**src/rtl/fetch_queue_stage.sv**
```systemverilog
`default_nettype none
// ============================================================================
// Module   : fetch_queue_stage
// Brief    : PC register, async-read imem address, and {pc,instr} FIFO to decode.
//            Optional perf counters are enabled by defining FETCH_QUEUE_PERF_EN.
// Revision : 1.0 - initial release
// ============================================================================
module fetch_queue_stage #(
  parameter int unsigned     XLEN     = 32,
  parameter int unsigned     QDEPTH   = 4,
  parameter logic [XLEN-1:0] RESET_PC = '0,
  parameter int unsigned     INCR     = 4
) (
  input  logic                     clk,
  input  logic                     rst,
  input  logic                     redirect,
  input  logic [XLEN-1:0]          redirect_base,
  input  logic [XLEN-1:0]          redirect_disp,
  output logic [XLEN-1:0]          imem_addr,
  input  logic [XLEN-1:0]          imem_rdata,
  input  logic                     dec_ready,
  output logic                     dec_valid,
  output logic [XLEN-1:0]          dec_instr,
  output logic [XLEN-1:0]          dec_pc,
`ifdef FETCH_QUEUE_PERF_EN
  output logic [31:0]              perf_fetched,
  output logic [31:0]              perf_flushed,
`endif
  output logic [$clog2(QDEPTH):0]  q_count
);

  localparam int unsigned     PW      = $clog2(QDEPTH);
  localparam int unsigned     CW      = PW + 1;
  localparam logic [CW-1:0]   C_DEPTH = CW'(QDEPTH);
  localparam logic [XLEN-1:0] C_INCR  = XLEN'(INCR);

  logic [XLEN-1:0] pc_q, pc_d;
  logic [PW-1:0]   head_q, head_d;
  logic [PW-1:0]   tail_q, tail_d;
  logic [CW-1:0]   count_q, count_d;
  logic [XLEN-1:0] pc_mem_q    [QDEPTH];
  logic [XLEN-1:0] instr_mem_q [QDEPTH];

  logic            w_pop;
  logic            w_push;
  logic [XLEN-1:0] w_target;

  assign w_target  = redirect_base + redirect_disp;
  assign dec_valid = (count_q != '0) & ~redirect;
  assign w_pop     = dec_valid & dec_ready;
  // A pop frees the slot the push lands in, so a full queue still accepts a fetch.
  assign w_push    = ~redirect & ((count_q < C_DEPTH) | w_pop);

  assign imem_addr = pc_q;
  assign q_count   = count_q;
  assign dec_pc    = dec_valid ? pc_mem_q[head_q]    : '0;
  assign dec_instr = dec_valid ? instr_mem_q[head_q] : '0;

  always_comb begin
    pc_d    = pc_q;
    head_d  = head_q;
    tail_d  = tail_q;
    count_d = count_q;
    if (redirect) begin
      pc_d    = w_target;
      head_d  = '0;
      tail_d  = '0;
      count_d = '0;
    end else begin
      if (w_push) begin
        pc_d   = pc_q + C_INCR;
        tail_d = tail_q + PW'(1);
      end
      if (w_pop) begin
        head_d = head_q + PW'(1);
      end
      case ({w_push, w_pop})
        2'b10:   count_d = count_q + CW'(1);
        2'b01:   count_d = count_q - CW'(1);
        default: count_d = count_q;
      endcase
    end
  end

  always_ff @(posedge clk) begin
    if (rst) begin
      pc_q    <= RESET_PC;
      head_q  <= '0;
      tail_q  <= '0;
      count_q <= '0;
    end else begin
      pc_q    <= pc_d;
      head_q  <= head_d;
      tail_q  <= tail_d;
      count_q <= count_d;
    end
  end

  // Storage has no reset; occupancy alone decides what is visible.
  always_ff @(posedge clk) begin
    if (!rst && w_push) begin
      pc_mem_q[tail_q]    <= pc_q;
      instr_mem_q[tail_q] <= imem_rdata;
    end
  end

`ifdef FETCH_QUEUE_PERF_EN
  logic [31:0] perf_fetched_q;
  logic [31:0] perf_flushed_q;

  always_ff @(posedge clk) begin
    if (rst) begin
      perf_fetched_q <= '0;
      perf_flushed_q <= '0;
    end else begin
      if (w_push) begin
        perf_fetched_q <= perf_fetched_q + 32'd1;
      end
      if (redirect) begin
        perf_flushed_q <= perf_flushed_q + 32'(count_q);
      end
    end
  end

  assign perf_fetched = perf_fetched_q;
  assign perf_flushed = perf_flushed_q;
`endif

endmodule
`default_nettype wire

```
**config.mk**
```make
export PLATFORM = sky130hd
export DESIGN_NAME = fetch_queue_stage
export DESIGN_NICKNAME = d
export VERILOG_FILES = /design/src/rtl/fetch_queue_stage.sv
export SDC_FILE = /design/constraint.sdc
export NUM_CORES = 1
export LEC_CHECK = 0
export ABC_AREA = 0
export CAP_MARGIN = 20
export CELL_PAD_IN_SITES_DETAIL_PLACEMENT = 0
export CELL_PAD_IN_SITES_GLOBAL_PLACEMENT = 2
export CORE_MARGIN = 8
export CORE_UTILIZATION = 45
export DETAILED_ROUTE_END_ITERATION = 8
export DONT_BUFFER_PORTS = 1
export PLACE_DENSITY = 0.81
export RECOVER_POWER = 100
export SLEW_MARGIN = 40
export SYNTH_ARGS = -nofsm -noshare
export SYNTH_HDL_FRONTEND = slang
export SYNTH_SLANG_ARGS = --single-unit
export TNS_END_PERCENT = 10
```
**constraint.sdc**
```tcl
create_clock -name clk -period 3.75 [get_ports clk]
set_input_delay 0.5625 -clock clk [delete_from_list [all_inputs] [get_ports clk]]
set_output_delay 0.5625 -clock clk [all_outputs]
set_load 0.1 [all_outputs]
```
# Word-level counts from Yosys, hierarchy flattened
# Memories as Yosys holds them, arrays and structs flattened. A register that Yosys moved wholly into a read port is not among the register bits.
# Cells that the tools add are included.
# Widths: inputs -> output; s select.
[op_classes]
reduce_logical = 6
n_lt_le_gt_ge = 1
n_addsub = 6
n_mux = 11
bitwise_logic = 5
eq_ne = 2
[op_table]
columns = ["op", "count"]
rows = [
  ["$mux 32", 4],
  ["$add 32x3->32 const B", 1],
  ["$add 32x32->32", 1],
  ["$mux 2", 4],
  ["$pmux 3 s2", 1],
  ["$add 2x1->2 const B", 2],
  ["$reduce_bool 2->1", 2],
  ["$add 3x1->3 const B", 1],
  ["$and 1x1->1", 3],
  ["$lt 3x3->1 const B", 1],
  ["$reduce_bool 3->1", 1],
  ["$sub 3x1->3 const B", 1],
  ["$eq 2x1->1 const B", 1],
  ["$eq 2x2->1 const B", 1],
  ["$mux 1", 2],
  ["$reduce_or 2->1", 1],
  ["$logic_and 1x1->1", 1],
  ["$logic_not 1->1", 1],
  ["$not 1->1", 1],
  ["$or 1x1->1", 1],
]
[word_totals]
input_bits = 100
n_memories = 2
regBits = 39
word_cells = 37
mem_bits_rw = 256
out_inout_bits = 100
[mem_list]
columns = ["name", "depth", "width", "read_ports", "rd_clocked_by_memory_dff", "write_ports", "line", "rtl"]
rows = [
  ["instr_mem_q", 4, 32, 1, 1, 1, "42", "logic [XLEN-1:0] instr_mem_q [QDEPTH];"],
  ["pc_mem_q", 4, 32, 1, 1, 1, "41", "logic [XLEN-1:0] pc_mem_q [QDEPTH];"],
]

# Depth between registers and ports, before layout
# Gate-level depths: netlist of the first run.
[depth]
word_depth = 8
mapped_depth = 11

# Least setup slack after synthesis of the first run
# OpenSTA, ideal clock, no wires.
[synth_timing]
path_kind = "flip-flop to output port"
start = "register count_q[2], in the netlist q_count[2]"
end = "output dec_instr[22]"
path_stages_with_launch = 5
t_arrival_ns = 3.225
setup_slack_ns = -0.038
t_required_ns = 3.188
cell_sequence = "dfxtp_1 > nor3_1 > nor2_1 > clkbuf_1 > and2_1"
[synth_via]
elab_chain_len = 3
[synth_lines]
columns = ["element", "line", "rtl"]
rows = [
  ["from (decl)", "40", "logic [CW-1:0] count_q, count_d;"],
  ["from (signal assigned)", "95", "count_q <= count_d;"],
  ["$reduce_bool 3->1", "49", "assign dec_valid = (count_q != '0) & ~redirect;"],
  ["$and 1x1->1", "49", ""],
  ["named net dec_valid", "22", "output logic dec_valid,"],
  ["$mux 32", "57", "assign dec_instr = dec_valid ? instr_mem_q[head_q] : '0;"],
  ["to (decl)", "23", "output logic [XLEN-1:0] dec_instr,"],
]
# The timed path passes the listed nets, and every way through them passes these cells.

# Final worst setup path of the first run
[layout_timing]
start = "register count_q[0], in the netlist q_count[0]"
end = "output dec_instr[4]"
[layout_via]
elab_chain_len = 3
[layout_lines]
columns = ["element", "line"]
rows = [
  ["$reduce_bool 3->1", "49"],
  ["$and 1x1->1", "49"],
  ["$mux 32", "57"],
]
# No other way between the ends.

==> results of run 1 <==
## worst register-to-register path, delay by kind of cell, from the launching register on
kind / cells / cell delay, ns
and+or+nand+nor: 5 / 1.10
DFF: 1 / 0.31
buffers and inverters: 1 / 1.12
AOI/OAI and AO/OA: 1 / 0.34
xor gates and xnor gates: 1 / 0.23
## flip-flops by register name, summed over array words and instances (netlist names), named ones only
register     flops
head_q           2
imem_addr       32
q_count          3
pc_mem_q       128
instr_mem_q    128
tail_q           2
## cell usage after synthesis (all sizes together), types with 3 or more instances
master	instances
and3	11
edfxtp	256
a211oi	19
nand4	9
nor2	54
ha	37
a21oi	52
clkbuf	29
nor3	9
nand2b	6
o21ai	26
mux2i	3
xnor2	38
o31ai	3
dfxtp	41
nand2	45
inv	14
and2	67
buf	14
xor2	16
o21a	3
o211ai	6
o22ai	3
and4	3
or3	3
nor2b	6
a2111oi	3
nand3	19
mux4	64
a21o	11
## final cells by class
class	count	share of cell area
Inverter	14	0.003357
Clock buffer	39	0.05259
Multi-Input combinational cell	542	0.2967
Clock inverter	14	0.008153
Tap cell	390	0.03117
Sequential cell	297	0.5440
Timing Repair Buffer	110	0.06402
## routing by layer
metal / routed length, um / part of all wire
met1: 12840 / 0.44
met2: 13970 / 0.48
met3: 2003 / 0.069
met4: 364 / 0.012
met5: 0 / 0
## worst paths after layout
check | endpoint | cells after the start
max reg2reg | imem_addr[24] | 8
max | dec_instr[4] | 6
min reg2reg | pc_mem_q[2][16] | 0
min | imem_addr[2] | 1
## power by group
group	internal (uW)	leakage, uW	switching (uW)
registers	3710	0.00266	54.3
logic	294	0.00214	789
clock network	1670	0.000459	1160
## cells by family (layout without fill, tap and decap cells)
logic type,after synthesis,count (layout),synth area share
AND/OR/NAND/NOR,239,239,0.09358
buffers and inverters,57,177,0.01746
adder cells (fa/ha/maj),39,39,0.03755
flip-flops,297,297,0.6351
AO/OA/AOI/OAI,142,142,0.07033
XOR/XNOR,54,54,0.03530
multiplexers,68,68,0.1107
## per-stage QoR
step / power (uW) / utilization / std cells / hold slack (ns)
after detailed placement: 4959 / 0.5069 / 1353 / 0.5175
after global placement: 4950 / 0.5067 / 1353 / 0.5002
after floorplan: 4695 / - / 896 / 0.4847
final: 7679 / 0.5310 / 1406 / 0.1017
after global routing: 7974 / 0.5310 / 1406 / 0.07552
after CTS: 7791 / 0.5391 / 1406 / 0.08158
## layout by cell type (no fill, tap or decap), drive strengths merged, types with 2 or more instances in the layout
| cell | Yosys | final |
|---|---|---|
| buf | 14 | 47 |
| nand4 | 9 | 9 |
| clkbuf | 29 | 102 |
| o21a | 3 | 3 |
| mux2i | 3 | 3 |
| and3 | 11 | 11 |
| nand2 | 45 | 45 |
| o32ai | 2 | 2 |
| bufinv | 0 | 2 |
| mux4 | 64 | 64 |
| and4 | 3 | 3 |
| a21o | 11 | 11 |
| xor2 | 16 | 16 |
| o21ai | 26 | 26 |
| or3 | 3 | 3 |
| and2 | 67 | 67 |
| inv | 14 | 15 |
| xnor2 | 38 | 38 |
| a211oi | 19 | 19 |
| o211ai | 6 | 6 |
| o21bai | 2 | 2 |
| o41ai | 2 | 2 |
| o22ai | 3 | 3 |
| clkinv | 0 | 7 |
| fa | 2 | 2 |
| a41oi | 2 | 2 |
| dfxtp | 41 | 41 |
| nor2b | 6 | 6 |
| o31ai | 3 | 3 |
| clkinvlp | 0 | 4 |
| a31o | 2 | 2 |
| ha | 37 | 37 |
| nor4 | 2 | 2 |
| nand2b | 6 | 6 |
| a21oi | 52 | 52 |
| edfxtp | 256 | 256 |
| a2111oi | 3 | 3 |
| nor2 | 54 | 54 |
| nor3 | 9 | 9 |
| nand3 | 19 | 19 |
==> out/metrics.sh, run 1 <==
CRIT_FANOUT=66
YOSYS_REGISTER_BITS=297
WORSTMARGINPINSLEW_NS=2.264
SEQUENTIAL_CELL_AREA_UM2=8516
TRITONCTS='built'
SYNTHESIS.YOSYS.WARNINGS=0
VDD.IR_DROP.WORST_mV=0.3437
WORST-ENDPOINT-ARRIVAL_NS=2.76
DIE_W_UM=188.5
GRT-BUSIEST-LAYER='met2'
MAX_CAP_VIOL_COUNT=15
SYNTH_CELLS=896
SETUP_TOTAL_NEGATIVE_SLACK_NS=0
FINAL-MAX-SLEW-VIOLATION-COUNT=245
SYNTH-ASYNC-RESET-RATIO=0
FLOW.AREA_GROWTH_FROM_SYNTHESIS_PCT=16.85
GRT_ANTENNA_BEFORE_REPAIR=0
DETAIL_ROUTE.VIAS_PER_CELL=5.514
POST_ROUTE_ANTENNA_NET_VIOLATION_COUNT=0
FINAL.FILL_COUNT=2484
MULTI_INPUT_AREA_UM2=4644
NETLIST_AREA_UM2=13400
ROWS=63
PLACE.DETAILED.HPWL_UM=19780
WORST_SKEW_PAIR.LATE_LATENCY_NS=0.53
CP_CELL_SEQUENCE='buf_4 -> nor3_1 -> nor2_4 -> buf_12 -> and2_1 -> clkbuf_1'
NETS=1133
RSZ0062_AT_GRT='false'
SYNTH-MAIN-FF-CELL='sky130_fd_sc_hd__edfxtp_1'
CORE_UM2=29480
CRITICAL_PATH.N_BUFFERS_INVERTERS=3
DRC=0
CTS_REPAIR_RESIZE_COUNT=0
H_TREE_LEVEL_COUNT=1
CTS_HOLD_BUFFERS=0
VIOLATIONS='capacitance limit, slew limit'
SHORTEST_CLOCK_PERIOD_THE_WORST_PATH_ALLOWS_AFTER_LAYOUT_NS=3.323
PLACE_WS_NS=0.9185
POWER.DENSITY_nW_PER_UM2=490.5
CRIT_TYPE='reg2out'
GP_ROUTABILITY_CONGESTION=0.8031
POST_SYNTH.CELL_AREA_AVG_UM2=14.95
WORST_SETUP_PATH_END_KIND='output pin'
TOTAL_LEAKAGE_POWER_uW=0.005254
SYNTH.TOP_CELL.AREA_SHARE=0.5738
NUM_ANTENNA_CELLS=0
HIGHEST_CLOCK_RATE_MHz=300.9
FIN_WS_NS=0.4268
USE_MET3=0.04196
SYNTH_EDF_COUNT=256
GRT_UTIL_ALL_LAYERS=0.1620
TIMING.SLEW.HEADROOM=-0.5093
PLACE_AREA_UM2=14940
IO_PINS=200
MET2_USAGE_IN_GLOBAL_ROUTING=0.2685
SETUP_VIOL_COUNT_FINAL=0
PORT_BUFFERS=0
SYNTH_TOP_CELL_BY_AREA='sky130_fd_sc_hd__edfxtp_1'
CP_SLOWEST_STAGE_DELAY_NS=0.87
SYNTH.NET_COUNT=1035
CP-START-KIND='flop'
TRITONCTS_NUM_SINKS=297
HP-START='rst'
GRT_PASS1_VIAS=8215
CP_SLOWEST_CELL='sky130_fd_sc_hd__clkbuf_1'
DRT-INITIAL-DRC-COUNT=334
NUMBER_OF_DISTINCT_STANDARD_CELLS_REFERENCED_BY_THE_SYNTHESIZED_NETLIST=64
WORST_REG2REG_STARTPOINT='imem_addr[14]'
FP.DIEH_UM=188.5
NUMCTSBUFFERS=29
INTERNAL_REG_TO_REG_SETUP_SLACK_NS=0.53
GRT_USE_MET1=0.2135
SYNTH-SEQ-AREA-SHARE=0.6351
FINALINSTANCEAREA_UM2=15650
STATUS='complete, but fails checks'
YS_TOP_CELLS_BY_AREA='sky130_fd_sc_hd__edfxtp_1 (57%), sky130_fd_sc_hd__mux4_2 (11%), sky130_fd_sc_hd__dfxtp_1 (6.1%)'
DIE_AREA_UM2=35550
TOTALWIRELENGTH_UM=29170
CTS_SETUP_BUFFERS=0
ROUTE.VIAS.TOTAL=7752
CTS_MAX_PATH_BUFFERS=3
DRT_PRE_ANTENNA_ITERS=5
INITIAL_CORE_UTIL=0.4544
GRT_PASS1_WL_UM=46240
SETUP.WORST_PATH.START='q_count[0]'
MIN_PERIOD_OVER_PERIOD=0.8862
ROUTED_WIRE_LENGTH_PER_INSTANCE_UM=20.75
CTS.REPORTEDPATHS.CLKPINSLEW_NS=0.06
TIMING.FINAL.HOLD_VIOLATIONS=0
HP-CLASS='in2reg'
DRIVE_GT1_FRAC=0.2037
WORST_PATH_DOMINANT_CELL_FAMILY='buffers and inverters'
CTS_ROOT_BUF='sky130_fd_sc_hd__clkbuf_16'
REQUIRED_WORST_ENDPOINT_NS=3.19
GRT_MAX_DEGREE=71
FINCLKSKEW_NS=0.009590
GRT_TOTAL_OVFL=0
Note: power is estimated with default switching activity, not from simulation.
==> run 2, diff against run 1 <==
- CORE_MARGIN: 8 -> 4
- clock period: 3.75 -> 3.7 ns (I/O delays scaled with it)
==> run 2 against run 1 <==
The run still ends with capacitance limit, slew limit left. Core utilization is 1.2 points higher. Design area is 0.73% higher. Power is 5.6% higher. Sequential share of layout area is 0.39 points lower. Via count is 0.77% lower. Worst setup slack better by 0.011 ns. Flip-flop and latch count stayed put. Register-to-register slack better by 0.02 ns. Clock-buffer cell count is 4 higher. Sequential power is 1% higher. Critical path depth stayed put. Non-clock buffer count is 1 lower.
==> out/metrics.sh, run 2 (synthesis results as in run 1) <==
STATUS='complete, but fails checks'
VIOLATIONS='capacitance limit, slew limit'
POWER_SWITCHING_SHARE=0.2519
CP_SLOWEST_CELL='sky130_fd_sc_hd__buf_4'
PLACE.DETAILED.HPWL_UM=19240
NETS=1133
P_INT_uW=6067
RSZ0062_AT_GRT='false'
NUMCTSBUFFERS=30
CTS.REPORTEDPATHS.CLKPINSLEW_NS=0.06
MAX_CAP_VIOL_COUNT=17
TOTALWIRELENGTH_UM=28850
FP.DIEH_UM=180.5
GRT_TOTAL_OVFL=0
CTS_HOLD_BUFFERS=0
DRC=0
FLOW.AREA_GROWTH_FROM_SYNTHESIS_PCT=17.70
WORST-ENDPOINT-ARRIVAL_NS=2.71
CP_CELL_SEQUENCE='buf_4 -> nor3_1 -> nor2_4 -> buf_4 -> and2_1 -> clkbuf_2'
POWER.NET_SWITCHING_uW=2043
PORT_BUFFERS=0
DETAIL_ROUTE.VIAS_PER_CELL=5.494
SETUP_VIOL_COUNT_FINAL=0
CRIT_FANOUT=65
HOLD_SLACK_NS=0.08688
GRT_UTIL_ALL_LAYERS=0.1749
WORSTMARGINPINSLEW_NS=1.766
CLOCKPOWERSHARE=0.394
GRT_PASS1_VIAS=8162
TOTAL_LEAKAGE_POWER_uW=0.005332
WORST_SKEW_PAIR.LATE_LATENCY_NS=0.54
CORE_UM2=29010
GP_ROUTABILITY_CONGESTION=0.8373
HIGHEST_CLOCK_RATE_MHz=306.5
HP-CLASS='in2reg'
MIN_PERIOD_OVER_PERIOD=0.8817
ROUTE.VIAS.TOTAL=7692
CTS_MAX_PATH_BUFFERS=3
CTS_REPAIR_RESIZE_COUNT=0
POWER.DENSITY_nW_PER_UM2=514.3
FINAL-MAX-SLEW-VIOLATION-COUNT=190
NUM_ANTENNA_CELLS=0
CTS_ROOT_BUF='sky130_fd_sc_hd__clkbuf_16'
H_TREE_LEVEL_COUNT=1
DIE_AREA_UM2=32590
MOST-COMMON-LAYOUT-CELLS='sky130_fd_sc_hd__edfxtp_1 (256), sky130_fd_sc_hd__mux4_2 (64), sky130_fd_sc_hd__nor2_1 (52), sky130_fd_sc_hd__a21oi_1 (48), sky130_fd_sc_hd__nand2_1 (44)'
REQUIRED_WORST_ENDPOINT_NS=3.14
ROUTED_WIRE_LENGTH_PER_INSTANCE_UM=20.61
CP_COMMON_CELL='sky130_fd_sc_hd__buf_4'
TRITONCTS='built'
CTS_SETUP_BUFFERS=0
CP-START-KIND='flop'
IO_PINS=200
FINCLKSKEW_NS=0.01176
SHORTEST_CLOCK_PERIOD_THE_WORST_PATH_ALLOWS_AFTER_LAYOUT_NS=3.262
TIMING.FINAL.HOLD_VIOLATIONS=0
DIE_W_UM=180.5
DRT-INITIAL-DRC-COUNT=490
GRT_ANTENNA_BEFORE_REPAIR=0
SETUP_TOTAL_NEGATIVE_SLACK_NS=0
GRT_PASS1_WL_UM=45970
TIMING.SLEW.HEADROOM=-0.1775
CP_SLOWEST_STAGE_DELAY_NS=0.53
WORST_SETUP_PATH_END_KIND='output pin'
GRT_MAX_DEGREE=71
POWER_FRAC_SEQ=0.470
TRITONCTS_NUM_SINKS=297
INITIAL_CORE_UTIL=0.4617
COMB_POWER_SHARE=0.136
DRIVE_GT1_FRAC=0.2116
VDD.IR_DROP.WORST_mV=0.3525
POST_ROUTE_ANTENNA_NET_VIOLATION_COUNT=0
CRIT_TYPE='reg2out'
FINAL.FILL_COUNT=2387
DRT_PRE_ANTENNA_ITERS=4
ROWS=62
COMMONEST_NON_FILL_NON_TAP_CELL_IN_THE_LAYOUT='sky130_fd_sc_hd__edfxtp_1'
-- run 2: critical path: cells and delay by family (launching register included) --
kind	cells	cell delay (ns)
DFF	1	0.31
buffers and inverters	3	1.30
and+or+nand+nor	3	0.50
-- run 2: routing by layer --
metal	wire length, um	track usage
met5	0	0
met4	395	0.03539
met3	1842	0.04178
met2	13950	0.2898
met1	12660	0.2392
-- run 2: final cells by class --
cell class | count | area (um^2) | share of cell area
Clock inverter | 11 | 206.4 | 0.01309
Timing Repair Buffer | 109 | 999.7 | 0.06340
Multi-Input combinational cell | 542 | 4662 | 0.2957
Tap cell | 384 | 480.5 | 0.03047
Clock buffer | 43 | 850.8 | 0.05396
Inverter | 14 | 52.55 | 0.003333
Sequential cell | 297 | 8516 | 0.5401
-- run 2: metrics by stage --
| stage | util | setup WS [ns] | cells | instance area (um^2) | total power, uW |
|---|---|---|---|---|---|
| 6_report | 0.5435 | 0.4377 | 1400 | 15770 | 8110 |
| 5_1_grt | 0.5435 | 0.2469 | 1400 | 15770 | 8424 |
| 4_1_cts | 0.5509 | 0.5409 | 1400 | 15980 | 8228 |
| 3_5_place_dp | 0.5145 | 0.8937 | 1346 | 14930 | 5024 |
| 3_3_place_gp | 0.5144 | 0.9114 | 1346 | 14920 | 5014 |
| 2_1_floorplan | - | 0.3659 | 896 | 13400 | 4758 |
-- run 2: path summary, 6_finish.rpt --
path                                     from            end  slack (ns)  cells past startpoint
worst max-delay path               q_count[1]     dec_pc[31]        0.44                      6
worst min-delay path                      rst  imem_addr[16]        0.09                      1
worst max register to register  imem_addr[14]  imem_addr[31]        0.55                      8
worst min register to register      head_q[1]      head_q[1]        0.54                      2
-- run 2: power by group through the flow --
stage / Clock, uW / Combinational (uW) / Sequential [uW]
2_1_floorplan: 0 / 591 / 4170
3_3_place_gp: 0 / 1140 / 3870
3_5_place_dp: 0 / 1140 / 3880
4_1_cts: 3270 / 1150 / 3810
5_1_grt: 3420 / 1190 / 3820
6_report: 3200 / 1100 / 3810
